**config.mk**
```make
export PLATFORM = sky130hd
export DESIGN_NAME = fifo_flag_ctrl
export DESIGN_NICKNAME = d
export VERILOG_FILES = /design/src/rtl/fifo_flag_ctrl_pkg.sv /design/src/rtl/fifo_ptr_cnt.sv /design/src/rtl/fifo_flag_ctrl.sv
export SDC_FILE = /design/constraint.sdc
export NUM_CORES = 1
export LEC_CHECK = 0
export CORE_UTILIZATION = 45
export DETAILED_ROUTE_END_ITERATION = 6
export HOLD_SLACK_MARGIN = 0.05
export PLACE_DENSITY = 0.75
export SYNTH_ARGS = -nofsm -noshare
export SYNTH_HDL_FRONTEND = slang
export SYNTH_SLANG_ARGS = --single-unit
```
**constraint.sdc**
```tcl
create_clock -name clk -period 6.85 [get_ports clk]
set_input_delay 1.0275 -clock clk [delete_from_list [all_inputs] [get_ports clk]]
set_output_delay 1.0275 -clock clk [all_outputs]
set_load 0.02 [all_outputs]
```
**src/rtl/fifo_flag_ctrl_pkg.sv**
```systemverilog
// Shared definitions for the FIFO flag controller: default address width
// and the occupancy state encodings.
package fifo_flag_ctrl_pkg;

    localparam int A_LENGTH_DEF = 3;

    typedef enum logic [1:0] {
        S_EMPTY = 2'b00,
        S_PART  = 2'b01,
        S_FULL  = 2'b10
    } fifo_state_t;

endpackage

```
**src/rtl/fifo_ptr_cnt.sv**
```systemverilog
// Wrapping binary pointer for the FIFO RAM: advances by one on inc,
// synchronous clear has priority over inc.
module fifo_ptr_cnt #(
    parameter int WIDTH = 3
) (
    input  logic             clk,
    input  logic             reset_n,
    input  logic             clear,
    input  logic             inc,
    output logic [WIDTH-1:0] ptr
);

    // Natural overflow of the WIDTH-bit add gives the DEPTH-1 -> 0 wrap.
    always_ff @(posedge clk or negedge reset_n) begin
        if (!reset_n) begin
            ptr <= '0;
        end else if (clear) begin
            ptr <= '0;
        end else if (inc) begin
            ptr <= ptr + {{(WIDTH-1){1'b0}}, 1'b1};
        end
    end

endmodule

```
**src/rtl/fifo_flag_ctrl.sv**
```systemverilog
// Pointer and flag controller for the single-clock FIFO: grants requests,
// tracks occupancy, and produces registered status flags and sticky errors.
module fifo_flag_ctrl
    import fifo_flag_ctrl_pkg::*;
#(
    parameter int A_LENGTH = A_LENGTH_DEF
) (
    input  logic                clk,
    input  logic                reset_n,
    input  logic                flush,
    input  logic                wr_en,
    input  logic                rd_en,
    input  logic [A_LENGTH:0]   af_thresh,
    input  logic [A_LENGTH:0]   ae_thresh,
    input  logic                clr_err,
    output logic                wr_ack,
    output logic                rd_ack,
    output logic [A_LENGTH-1:0] wr_addr,
    output logic [A_LENGTH-1:0] rd_addr,
    output logic [A_LENGTH:0]   count,
    output logic                empty,
    output logic                full,
    output logic                almost_empty,
    output logic                almost_full,
    output logic                overflow,
    output logic                underflow
);

    localparam int CW = A_LENGTH + 1;
    localparam logic [CW-1:0] DEPTH = CW'(2 ** A_LENGTH);

    fifo_state_t      state;
    fifo_state_t      state_next;
    logic [CW-1:0]    count_next;

    // Grants depend only on registered flags, so rd_en never reaches wr_ack.
    assign wr_ack = wr_en & ~full & ~flush;
    assign rd_ack = rd_en & ~empty & ~flush;

    fifo_ptr_cnt #(.WIDTH(A_LENGTH)) u_wr_ptr (
        .clk     (clk),
        .reset_n (reset_n),
        .clear   (flush),
        .inc     (wr_ack),
        .ptr     (wr_addr)
    );

    fifo_ptr_cnt #(.WIDTH(A_LENGTH)) u_rd_ptr (
        .clk     (clk),
        .reset_n (reset_n),
        .clear   (flush),
        .inc     (rd_ack),
        .ptr     (rd_addr)
    );

    always_comb begin
        count_next = count;
        state_next = state;
        if (flush) begin
            count_next = '0;
            state_next = S_EMPTY;
        end else begin
            count_next = count + {{(CW-1){1'b0}}, wr_ack} - {{(CW-1){1'b0}}, rd_ack};
            case (state)
                S_EMPTY: if (count_next != '0) state_next = S_PART;
                S_PART: begin
                    if (count_next == DEPTH) begin
                        state_next = S_FULL;
                    end else if (count_next == '0) begin
                        state_next = S_EMPTY;
                    end
                end
                S_FULL:  if (count_next != DEPTH) state_next = S_PART;
                default: state_next = S_EMPTY;
            endcase
        end
    end

    always_ff @(posedge clk or negedge reset_n) begin
        if (!reset_n) begin
            count        <= '0;
            state        <= S_EMPTY;
            empty        <= 1'b1;
            full         <= 1'b0;
            almost_empty <= 1'b1;
            almost_full  <= 1'b0;
        end else if (flush) begin
            count        <= '0;
            state        <= S_EMPTY;
            empty        <= 1'b1;
            full         <= 1'b0;
            almost_empty <= 1'b1;
            almost_full  <= 1'b0;
        end else begin
            count        <= count_next;
            state        <= state_next;
            empty        <= (state_next == S_EMPTY);
            full         <= (state_next == S_FULL);
            almost_empty <= (count_next <= ae_thresh);
            almost_full  <= (count_next >= af_thresh);
        end
    end

    // Errors are kept across a flush; a new error beats clr_err in the same cycle.
    always_ff @(posedge clk or negedge reset_n) begin
        if (!reset_n) begin
            overflow  <= 1'b0;
            underflow <= 1'b0;
        end else if (!flush) begin
            if (wr_en && full) begin
                overflow <= 1'b1;
            end else if (clr_err) begin
                overflow <= 1'b0;
            end
            if (rd_en && empty) begin
                underflow <= 1'b1;
            end else if (clr_err) begin
                underflow <= 1'b0;
            end
        end
    end

endmodule
```
==> flow_summary_export.csv <==
group,metric,value,unit
outcome,status,"finished, final reports clean",
final_layout,areaGrowthSynthToFinish,34.4,%
sta,fin_crit,4.00,ns
global_route,grt_pass1_vias,933,
min_path,holdCritStartpoint,"overflow",
global_route,grt_overflow,0,
yosys,ys_seq_area_share,41.7,%
global_route,grt_usage,19.3,%
global_route,grt_max_degree,21,
route,detail_route.iter0.violations,10,
route,drc_errors,0,
sta,finalSetupViolations,0,
worst_setup_path,worstReg2RegStart,"empty",
final_layout,nets,172,
floorplanning,core_area,2250,um^2
sta,clock_skew,0.00747,ns
floorplanning,die_h,51.2,um
sta,setup_tns,0,ns
yosys,syn_area,1090,um^2
final_layout,fillCellCount,198,
yosys,syn_inst,109,
pwr,pwr_density_cell,362,nW/um^2
yosys,synthFlopType,"dfrtp_1",
final_layout,ff_latch_area,453,um^2
worst_setup_path,cp_top_family,"adder cells",
flow_run,maxCapViolations,0,
clock_network,clk_latency,0.29,ns
yosys,synth_area_per_cell,9.98,um^2
final_layout,drive_gt1_share,5.63,%
clock_network,clk_pin_slew,0.11,ns
sta,slew_viol_final,0,
floorplanning,start_util,48.2,%
worst_setup_path,worstPathCellList,"clkdlybuf4s50_1 -> nor2_1 -> ha_1 -> inv_1 -> ha_1 -> fa_1 -> nor2b_1 -> ha_1 -> nor2b_1 -> o21a_1 -> o21a_1 -> o21ai_0",
floorplanning,num_rows,17,
clock_network,cts_resized,0,
placement,gp_congestion,0.748,
worst_setup_path,arrival,4.23,ns
yosys,synth.distinct_cells,29,
min_path,hold_class,"register to register",
floorplanning,fp.dieW,51.2,um
final_layout,utilization,64.8,%
sta,worst_slew_pin_slew,0.795,ns
worst_setup_path,cp-startpoint,"flush",
worst_setup_path,critPathLaunchType,"primary input",
clock_network,cts_tree,"yes",
clock_network,holdBufCountCts,0,
yosys,ys_seq_elements,18,
route,ant_nets,0,
final_layout,multi_input_area,578,um^2
route,drt_pre_antenna_iters,4,
clock_network,htree_levels,1,
clock_network,cts-root-buf,"clkbuf_4",
worst_setup_path,cpMaxStageDelayCell,"clkdlybuf4s50_1",
global_route,antenna_found_initial,0,
placement,place_ws,2.51,ns
sta,rsz0062_at_grt,"no",
placement,dpl_cell_area,1430,um^2
worst_setup_path,crit_top_cell,"ha_1",
yosys,syn-num-nets,138,
route,vias,856,
yosys,yosysWarnings,0,
worst_setup_path,timing.critical_path.buf_inv,2,
sta,layout_worst_path_cycle_share,58.4,%
worst_setup_path,cp_data_required_time,7.08,ns
route,wl_per_cell,12.2,um
route,drt-total-wl,2080,um
placement,io_buffers,31,
clock_network,cts_buffers,3,
pwr,vdd.ir_drop.worst,200,uV
final_layout,final_cell_area,1460,um^2
sta,max_freq,250,MHz
clock_network,clockBufferDepth,2,
pwr,p_total,529,uW
route,detail_route.vias_per_cell,5.04,
clock_network,cts_setup_buffers,0,
final_layout,diodes,0,
worst_setup_path,worstPathMaxFanout,20,
clock_network,numClockSinks,18,
sta,hold_viol,0,
floorplanning,pin_count,32,
worst_setup_path,crit_type,"primary input to register",
yosys,synthArstFlopShare,100,%
floorplanning,dieArea,2620,um^2
worst_setup_path,max_stage_delay,0.90,ns
global_route,grt_pass1_wl,3750,um
yosys,synth_edf_count,0,
placement,dp_hpwl,1640,um
sta,setup_ws,2.85,ns
pwr,p_leak,0.681,nW
worst_setup_path,end_kind,"register",
sta,relSlewSlack,46.8,%
==> metrics by stage <==
| step | hold WS [ns] | instances |
|---|---|---|
| floorplan | 0.593 | 109 |
| global placement | 0.472 | 166 |
| detailed placement | 0.485 | 166 |
| CTS | 0.509 | 170 |
| global route | 0.540 | 170 |
| finish | 0.509 | 170 |
==> cell usage in the layout (no fill, tap or decap) <==
cell | netlist | routed
nor2_1 | 12 | 12
clkdlybuf4s50_1 | 0 | 31
nand4_1 | 1 | 1
dfstp_2 | 2 | 2
nand2_1 | 11 | 11
a221o_1 | 1 | 1
o21a_1 | 2 | 2
inv_1 | 13 | 13
o2111ai_1 | 1 | 1
clkbuf_8 | 0 | 1
nor3_1 | 2 | 2
nor4_1 | 2 | 2
a211oi_1 | 1 | 1
a21oi_1 | 2 | 2
a32o_1 | 2 | 2
xor2_1 | 2 | 2
nor2b_1 | 5 | 5
clkbuf_4 | 0 | 3
a21oi_4 | 1 | 1
xor2_2 | 1 | 1
dfrtp_1 | 16 | 16
nor4b_1 | 1 | 1
ha_1 | 14 | 14
nand3_1 | 1 | 1
xnor2_1 | 5 | 5
a41oi_1 | 1 | 1
nand2b_1 | 3 | 3
o21ai_0 | 1 | 1
fa_1 | 1 | 1
mux2i_1 | 1 | 1
a21o_1 | 2 | 2
==> cells in the mapped netlist, types with 2 or more instances <==
cell,count,area (um^2)
inv_1,13,48.8
dfstp_2,2,52.6
clkbuf_1,2,7.51
nor3_1,2,10.0
dfrtp_1,16,400
nor4_1,2,12.5
ha_1,14,175
xnor2_1,5,43.8
xor2_1,2,17.5
a21oi_1,2,10.0
nand2b_1,3,18.8
nand2_1,11,41.3
a21o_1,2,15.0
a32o_1,2,20.0
o21a_1,2,15.0
nor2_1,12,45.0
nor2b_1,5,31.3
==> final cells by class <==
class,count,share of cell area [%]
repair buffers,31,21.2
inverters,13,3.34
clock buffers,4,2.48
multi-input cells,76,39.6
flip-flops and latches,18,31.0
well taps,28,2.40
==> logic make-up after synthesis <==
family,share of synthesized area (%)
simple gates,16.5
buf+inv,5.18
flops,41.7
mux,0.921
fa+ha+maj,18.0
xor+xnor,7.14
compound gates,10.7
==> state kept, by name (all words and copies together), names as in the netlist <==
register,count
count,4
u_rd_ptr.ptr,3
u_wr_ptr.ptr,3
state,2
almost_empty,1
almost_full,1
empty,1
full,1
overflow,1
underflow,1
==> layer usage <==
metal | share of wire [%] | global-route usage (%)
met5 | 0 | 0
met4 | 0.19 | 5.56
met3 | 5.8 | 3.57
met2 | 50 | 37.1
met1 | 44 | 21.1
==> power breakdown <==
part | leakage (nW) | internal, mW | switching (mW) | total, mW
Clock | 0.0210 | 0.0323 | 0.0330 | 0.0654
Combinational | 0.425 | 0.140 | 0.155 | 0.294
Sequential | 0.235 | 0.142 | 0.0280 | 0.170
Total | 0.681 | 0.314 | 0.216 | 0.529
==> path summary, 6_finish.rpt <==
kind | to | slack (ns) | cells after the start
max in group asynchronous | almost_full | 5.16 | 1
max | almost_empty | 2.85 | 12
max reg2reg | almost_empty | 3.88 | 12
min in group asynchronous | u_wr_ptr.ptr[0] | 1.18 | 1
min | overflow | 0.51 | 1
min reg2reg | overflow | 0.51 | 1
Power figures use the tool's default switching activity.
